File: src/rtl/audio_mixer_nch.sv
// N-channel time-multiplexed audio mixer: per-channel gain/mute, master volume, saturation, valid/ready output.
// Optional sticky clip flag enabled by defining MIXER_CLIP_DETECT_EN.
module audio_mixer_nch #(
  parameter int NUM_CH      = 4,
  parameter int SAMPLE_BITS = 16,
  parameter int VOLUME_BITS = 8
) (
  input  logic                                clk,
  input  logic                                rst,
  input  logic                                in_valid,
  output logic                                in_ready,
  input  logic [NUM_CH*SAMPLE_BITS-1:0]       in_samples,
  input  logic [NUM_CH*VOLUME_BITS-1:0]       ch_gain,
  input  logic [NUM_CH-1:0]                   ch_mute,
  input  logic [VOLUME_BITS-1:0]              master_vol,
  output logic                                out_valid,
  input  logic                                out_ready,
  output logic signed [SAMPLE_BITS-1:0]       out_sample,
  input  logic                                clip_clr,
  output logic                                clip_sticky
);

  localparam int KW    = (NUM_CH > 1) ? $clog2(NUM_CH) : 1;
  localparam int ACC_W = SAMPLE_BITS + VOLUME_BITS + $clog2(NUM_CH) + 1;
  localparam int SCL_W = ACC_W + VOLUME_BITS + 1;
  localparam int SH    = VOLUME_BITS - 1;

  localparam logic [KW-1:0] K_LAST = KW'(NUM_CH - 1);

  localparam logic [2:0] ST_IDLE  = 3'd0;
  localparam logic [2:0] ST_ACCUM = 3'd1;
  localparam logic [2:0] ST_SCALE = 3'd2;
  localparam logic [2:0] ST_SAT   = 3'd3;
  localparam logic [2:0] ST_OUT   = 3'd4;

  localparam logic signed [SCL_W-1:0] MAXV = SCL_W'($signed({1'b0, {(SAMPLE_BITS-1){1'b1}}}));
  localparam logic signed [SCL_W-1:0] MINV = SCL_W'($signed({1'b1, {(SAMPLE_BITS-1){1'b0}}}));

  function automatic logic is_clip(input logic signed [SCL_W-1:0] v);
    return (v > MAXV) || (v < MINV);
  endfunction

  function automatic logic signed [SAMPLE_BITS-1:0] sat_sample(input logic signed [SCL_W-1:0] v);
    if (v > MAXV)      return MAXV[SAMPLE_BITS-1:0];
    else if (v < MINV) return MINV[SAMPLE_BITS-1:0];
    else               return v[SAMPLE_BITS-1:0];
  endfunction

  logic [2:0]                       state;
  logic [KW-1:0]                    k_p0;
  logic [NUM_CH*SAMPLE_BITS-1:0]    samples_p0;
  logic [NUM_CH*VOLUME_BITS-1:0]    gain_p0;
  logic [NUM_CH-1:0]                mute_p0;
  logic [VOLUME_BITS-1:0]           master_p0;
  logic signed [ACC_W-1:0]          acc_p1;
  logic signed [SCL_W-1:0]          scaled_p2;

  logic signed [SAMPLE_BITS-1:0]    smp_arr [NUM_CH];
  logic [VOLUME_BITS-1:0]           gain_arr [NUM_CH];
  logic signed [ACC_W-1:0]          term;
  logic signed [ACC_W-1:0]          mix;
  logic signed [SCL_W-1:0]          prod;
  logic signed [SCL_W-1:0]          scl_w;

  assign in_ready  = (state == ST_IDLE);
  assign out_valid = (state == ST_OUT);

  always_comb begin
    for (int i = 0; i < NUM_CH; i++) begin
      smp_arr[i]  = samples_p0[i*SAMPLE_BITS +: SAMPLE_BITS];
      gain_arr[i] = gain_p0[i*VOLUME_BITS +: VOLUME_BITS];
    end
  end

  // Stage p1: one weighted channel per cycle into the accumulator
  always_comb begin
    term = '0;
    if (!mute_p0[k_p0])
      term = ACC_W'(smp_arr[k_p0]) * ACC_W'($signed({1'b0, gain_arr[k_p0]}));
  end

  // Stage p2: unity-normalise the mix, then apply master volume (floor shifts)
  always_comb begin
    mix   = acc_p1 >>> SH;
    prod  = SCL_W'(mix) * SCL_W'($signed({1'b0, master_p0}));
    scl_w = prod >>> SH;
  end

  always_ff @(posedge clk or posedge rst) begin
    if (rst) begin
      state      <= ST_IDLE;
      k_p0       <= '0;
      acc_p1     <= '0;
      out_sample <= '0;
    end else begin
      case (state)
        ST_IDLE: begin
          if (in_valid) begin
            state  <= ST_ACCUM;
            k_p0   <= '0;
            acc_p1 <= '0;
          end
        end
        ST_ACCUM: begin
          acc_p1 <= acc_p1 + term;
          if (k_p0 == K_LAST) state <= ST_SCALE;
          else                k_p0  <= k_p0 + KW'(1);
        end
        ST_SCALE: state <= ST_SAT;
        ST_SAT: begin
          out_sample <= sat_sample(scaled_p2);
          state      <= ST_OUT;
        end
        ST_OUT: begin
          if (out_ready) state <= ST_IDLE;
        end
        default: state <= ST_IDLE;
      endcase
    end
  end

  // Stage p0: latched input set; in-flight mix is immune to input changes
  always_ff @(posedge clk) begin
    if (state == ST_IDLE && in_valid) begin
      samples_p0 <= in_samples;
      gain_p0    <= ch_gain;
      mute_p0    <= ch_mute;
      master_p0  <= master_vol;
    end
    if (state == ST_SCALE) scaled_p2 <= scl_w;
  end

`ifdef MIXER_CLIP_DETECT_EN
  // Set has priority over a same-cycle clear
  always_ff @(posedge clk or posedge rst) begin
    if (rst)
      clip_sticky <= 1'b0;
    else if (state == ST_SAT && is_clip(scaled_p2))
      clip_sticky <= 1'b1;
    else if (clip_clr)
      clip_sticky <= 1'b0;
  end
`else
  logic unused_clip_clr;
  assign unused_clip_clr = clip_clr;
  assign clip_sticky     = 1'b0;
`endif

endmodule
File: config.mk
export PLATFORM = sky130hd
export DESIGN_NAME = audio_mixer_nch
export DESIGN_NICKNAME = d
export VERILOG_FILES = /design/src/rtl/audio_mixer_nch.sv
export SDC_FILE = /design/constraint.sdc
export NUM_CORES = 1
export LEC_CHECK = 0
export CORE_AREA = 2 2 175 177
export CTS_BUF_LIST = sky130_fd_sc_hd__clkbuf_4 sky130_fd_sc_hd__clkbuf_8 sky130_fd_sc_hd__clkbuf_16
export DETAILED_ROUTE_END_ITERATION = 10
export DIE_AREA = 0 0 177 179
export DONT_BUFFER_PORTS = 1
export PLACE_DENSITY = 0.78
export SLEW_MARGIN = 20
export SYNTH_ARGS = -nofsm -noshare
export SYNTH_HDL_FRONTEND = slang
export SYNTH_SLANG_ARGS = --single-unit
File: constraint.sdc
create_clock -name clk -period 8.2 [get_ports clk]
set_clock_uncertainty 0.2 [all_clocks]
set_input_delay 1.23 -clock clk [delete_from_list [all_inputs] [get_ports clk]]
set_output_delay 1.23 -clock clk [all_outputs]
set_load 0.02 [all_outputs]
# [After elaboration in Yosys (flattened, before gate mapping)]
# Cells that the tools add are included.
[word_totals] register_bits=178 in_bits=113 output_inout_bits=19 word_cells=53
[op_classes] addsub=2 mul=2 n_lt_le_gt_ge=4 eq_ne=9 mux=20 n_bitwise=1 reduce_logical=6
[ops] cell="16-bit two-way mux" count=4
[ops] cell="27-bit two-way mux" count=2
[ops] cell="27-bit one-hot mux with 2 select lines" count=1
[ops] cell="16-bit binary-select mux with 2-bit select" count=1
[ops] cell="20-bit by 9-bit multiplier with 29-bit output" count=1
[ops] cell="27-bit adder" count=1
[ops] cell="16-bit by 9-bit multiplier with 25-bit output" count=1
[ops] cell="22-bit by 16-bit > comparator with 1-bit output (second input constant)" count=1
[ops] cell="22-bit by 16-bit less-than comparator with 1-bit output (second input constant)" count=1
[ops] cell="8-bit binary-select mux with 2-bit select" count=1
[ops] cell="8-bit two-way mux" count=2
[ops] cell="3-bit one-hot mux with 5 select lines" count=1
[ops] cell="3-bit two-way mux" count=3
[ops] cell="3-bit by 2-bit equality test with 1-bit output (second input constant)" count=2
[ops] cell="2-bit inequality test (second input constant)" count=3
[ops] cell="3-bit AND reduction" count=2
[ops] cell="2-bit two-way mux" count=2
[ops] cell="2-bit one-hot mux with 2 select lines" count=1
[ops] cell="3-bit by 1-bit equality test with 1-bit output (second input constant)" count=1
[ops] cell="3-bit equality test (second input constant)" count=1
[ops] cell="3-bit >= comparator (second input constant)" count=1
[ops] cell="3-bit logical NOT" count=1
[ops] cell="2-bit by 3-bit less-than comparator with 1-bit output (second input constant)" count=1
[ops] cell="2-bit inverter with 3-bit output" count=1
[ops] cell="8 further kinds" count=8

# [Depth between registers and ports, before layout]
[depth] depth_word=8 ltp_mapped=35 depth_no_buf=32

# [Worst setup path before layout]
# No wires, ideal clock.
[synth_timing] path_kind="reg2reg" start="reg k_p0[1]" end="reg acc_p1[26]" setup_time_ns=0.077 arrival_ns=7.366 t_required_ns=7.923 path_slack_ns=0.557 path_stages_with_launch=35 n_path_buf=3 synth_period_minus_slack_ns=7.643 cell_sequence="dfrtp_1 clkbuf_1 clkbuf_1 mux4_2 clkbuf_1 nand2_1 fa_1 inv_1 fa_1 ha_1 inv_1 fa_1 inv_1 ha_1 a21o_1 a21o_1 a2111oi_2 nor3_1 nor4b_2 or2_1 inv_1 a31oi_1 xor2_1 nor2_1 ha_1 nand2_1 o211ai_1 a211oi_1 o21ai_0 a21oi_2 nand2b_4 nor4b_2 o211ai_1 a211o_1 o21ai_1"
[synth_between] elab_chain_cells=8 elab_cells_between_ends=13 classes_between="add/sub: 1; mul: 1; mux: 10; bitwise: 1"
[synth_rtl] element="start: declaration" line="50" source="logic [KW-1:0] k_p0;"
[synth_rtl] element="start signal: assignment" line="107" source="else k_p0 <= k_p0 + KW'(1);"
[synth_rtl] element="2-bit inverter with 3-bit output (not written as such)" line="79" source="term = ACC_W'(smp_arr[k_p0]) * ACC_W'($signed({1'b0, gain_arr[k_p0]}));"
[synth_rtl] element="16-bit binary-select mux with 2-bit select / 8-bit binary-select mux with 2-bit select (equally long branches)" line="79"
[synth_rtl] element="16-bit two-way mux (not written as such) / 8-bit two-way mux (equally long branches) (2 in series)" line="79"
[synth_rtl] element="16-bit by 9-bit multiplier with 25-bit output" line="79"
[synth_rtl] element="27-bit two-way mux (*)" line="78" source="if (!mute_p0[k_p0])"
[synth_rtl] element="27-bit adder (*)" line="105" source="acc_p1 <= acc_p1 + term;"
[synth_rtl] element="27-bit one-hot mux with 2 select lines (*)" line="96" source="case (state)"
[synth_rtl] element="end signal: assignment" line="105"
[synth_rtl] element="end: declaration" line="55" source="logic signed [ACC_W-1:0] acc_p1;"
# Mark *: on every way between the ends. The rest lies on a longest branch, timed or not. The select of a mux whose other input is x is not followed.
# A chain may end at the register's enable or synchronous reset.

# [Worst setup path in the final report]
[layout_timing] start="reg k_p0[0]" end="reg acc_p1[26]"
# The elaborated chain is that of the path after synthesis.

==> flow_summary.toml <==
[min_path]
hold_class = "reg -> reg"
whs_path_depth = 2

[setup_path]
cpMostUsedCell = "fa_1"
crit_arrival_ps = 7980
worst_setup_path_end_kind = "register"
cpPeakStageDelay_ps = 580
timing.critical_path.buf_inv = 5
crit_family = "adder cells"
r2r_cells = 30
cpMaxStageDelayCell = "mux4_2"
cp.required_ps = 8400
cp-start-kind = "register"
worstSetupPathType = "reg -> reg"
crit_fanout = 9
worstSetupPathDepth = 30

[sta]
post-route-period-util_pct = 95.0
fin_crit_ps = 7790
finalHoldViolations = 0
setup_tns_ps = 0
slew_viol_final = 0
whs_ps = 299
fmax_ghz = 0.128
worstMarginPinSlew_ps = 1020
setup_viol = 0
relSlewSlack_pct = 32.1

[layout]
drive_above_1_share_pct = 6.97
antennaDiodeCount = 0
mostFrequentLayoutCells = "332 x inv_1, 228 x fa_1, 188 x nand2_1, 159 x and2_1"
finalNetCount = 2165
stdcell_count = 2103
mostFrequentLayoutCell = "inv_1"
area_delta_synth_final_pct = 6.93
fillCellCount = 2325

[placed_design]
placed_cells = 2058
dp_hpwl_um = 27000
routabilityCongestion = 0.882
port-buffer-count = 0

[synthesis]
synth-simple-area-share_pct = 13.9
ys_warn_count = 0
ys_ff_latch = 178
ys.flop_type = "edfxtp_1"
muxShareOfSynthArea_pct = 3.32
synth_top_family_by_area = "adder cells"
synth-adder-area-share_pct = 35.2
synth_top_cell_area_share_pct = 25.9
synth_nets = 2166
ys_async_sr_fraction_pct = 27.0
synth_xor_area_share_pct = 3.18
syn_area_per_cell_um2 = 10.4
synth-compound-area-share_pct = 7.27
synth_area_mm2 = 0.0176
ys_seq_area_share_pct = 29.0
synth_largest_area_cell = "fa_1"
synthCells = 1695
ys_top_cells_by_area = "fa_1 26%, edfxtp_1 22%, ha_1 9.2%"
ys_types = 69
synth-edff-count = 130

[die]
pin_count = 132
die_h_um = 179
rows = 64
start_util_pct = 58.7
core-area_mm2 = 0.0300
dieWidth_um = 177
dieArea_mm2 = 0.0317

[drt]
drc = 0
vias_per_cell = 5.53
dr.pass1.iters = 5
route.detailed.wl_per_inst_um = 16.7
ant_nets = 0
postRouteWirelength_um = 35200
drtIter0Drc = 788
vias = 11600

[grt]
grt_first_pass_wirelength_um = 58200
overflow = 0
grt_pass1_vias = 12000
grt_usage_pct = 23.4
grt_start_max_net_pins = 89
antenna_found_initial = 0

[job]
maxCapViolations = 0

[cts]
clk_latency_ps = 470
clk_path_buf_depth = 2
cts_buffers = 17
root_buffer = "clkbuf_16"
cts.clk_slew.worst_paths_ps = 90
htree_num_levels = 4
cts_tree = "built"
cts.sinks = 178

[status]
outcome = "finished, final reports clean"
[synth_stat cells (2+ instances only)]
| cell type | count |
|---|---|
| ha_1 | 130 |
| nor4b_2 | 2 |
| xor2_1 | 34 |
| a21oi_1 | 45 |
| xnor2_1 | 30 |
| mux4_2 | 25 |
| mux2_2 | 2 |
| nor3_1 | 11 |
| o21ai_4 | 2 |
| nand3_1 | 13 |
| buf_1 | 2 |
| nor2_1 | 74 |
| dfrtp_1 | 48 |
| o21ai_0 | 57 |
| a211o_1 | 4 |
| or3_1 | 3 |
| nand4_1 | 5 |
| a21o_1 | 25 |
| nand2b_1 | 8 |
| inv_1 | 334 |
| a31oi_1 | 6 |
| a21oi_2 | 3 |
| o21ai_1 | 4 |
| clkbuf_1 | 42 |
| edfxtp_1 | 130 |
| o21a_1 | 11 |
| buf_2 | 4 |
| nor2b_1 | 7 |
| o31ai_1 | 3 |
| o21bai_1 | 5 |
| fa_1 | 228 |
| a211oi_1 | 7 |
| and3_1 | 3 |
| o211ai_1 | 4 |
| or2b_1 | 3 |
| nor4_1 | 2 |
| nand2_1 | 189 |
| and2_1 | 159 |
[routing by layer]
layer	track usage (%)	vias up	wire, µm
li1	-	5384	-
met1	29.0	5880	14400
met2	41.3	322	18100
met3	4.60	54	1920
met4	7.47	0	779
met5	0	-	0
[what timing repair did]
action	in CTS	in global routing
pin swaps	0	1
setup endpoints to repair	1	4
hold buffers	0	0
resized for setup	1	4
setup buffers	0	12
gates cloned	0	1
[final timing paths]
kind,from,endpoint,slack [ps]
worst max-delay path,k_p0[0],acc_p1[26],410
worst min-delay path,acc_p1[5],acc_p1[5],300
worst max register to register,k_p0[0],acc_p1[26],410
worst min register to register,acc_p1[5],acc_p1[5],300
max in group asynchronous,rst,k_p0[0],6640
min in group asynchronous,rst,state[1],640
[layout make-up]
cell class | count | area (µm²) | area share (%)
multi-input cells | 1135 | 11100 | 59.1
flip-flops and latches | 178 | 5110 | 27.1
inverters | 334 | 1260 | 6.66
well taps | 396 | 495 | 2.63
clock buffers | 18 | 433 | 2.30
repair buffers | 28 | 235 | 1.25
clock inverters | 14 | 186 | 0.989
[kinds of logic (layout without fill, tap and decap cells)]
group,count (synthesis),after routing
multiplexers,27,28
buffers and inverters,383,394
other,1,1
adder cells (fa/ha/maj),359,359
AO/OA/AOI/OAI,192,192
AND/OR/NAND/NOR,491,491
flip-flops,178,178
XOR/XNOR,64,64
[registers in the layout, indices dropped and copies added (netlist names)]
name	count
acc_p1	27
gain_p0	32
k_p0	2
mute_p0	4
samples_p0	64
master_p0	8
state	3
out_sample	16
scaled_p2	22
[metrics by stage]
| stage | worst slack (ps) | area, µm² | util [%] |
|---|---|---|---|
| floorplan | 557 | 17600 | - |
| global placement | 134 | 18100 | 60.2 |
| detailed placement | 101 | 18100 | 60.2 |
| CTS | 145 | 18700 | 62.3 |
| global route | -23.9 | 18900 | 62.8 |
| finish | 411 | 18900 | 62.8 |
[tightest hold or removal path, cell delays in order, from the launching register on]
cell     delay, ps
dfrtp_1        360
nand2_1         50
o21ai_0         60
Power is not shown: default switching activity piles up to over one toggle a cycle in this logic, so the estimate is an artifact.
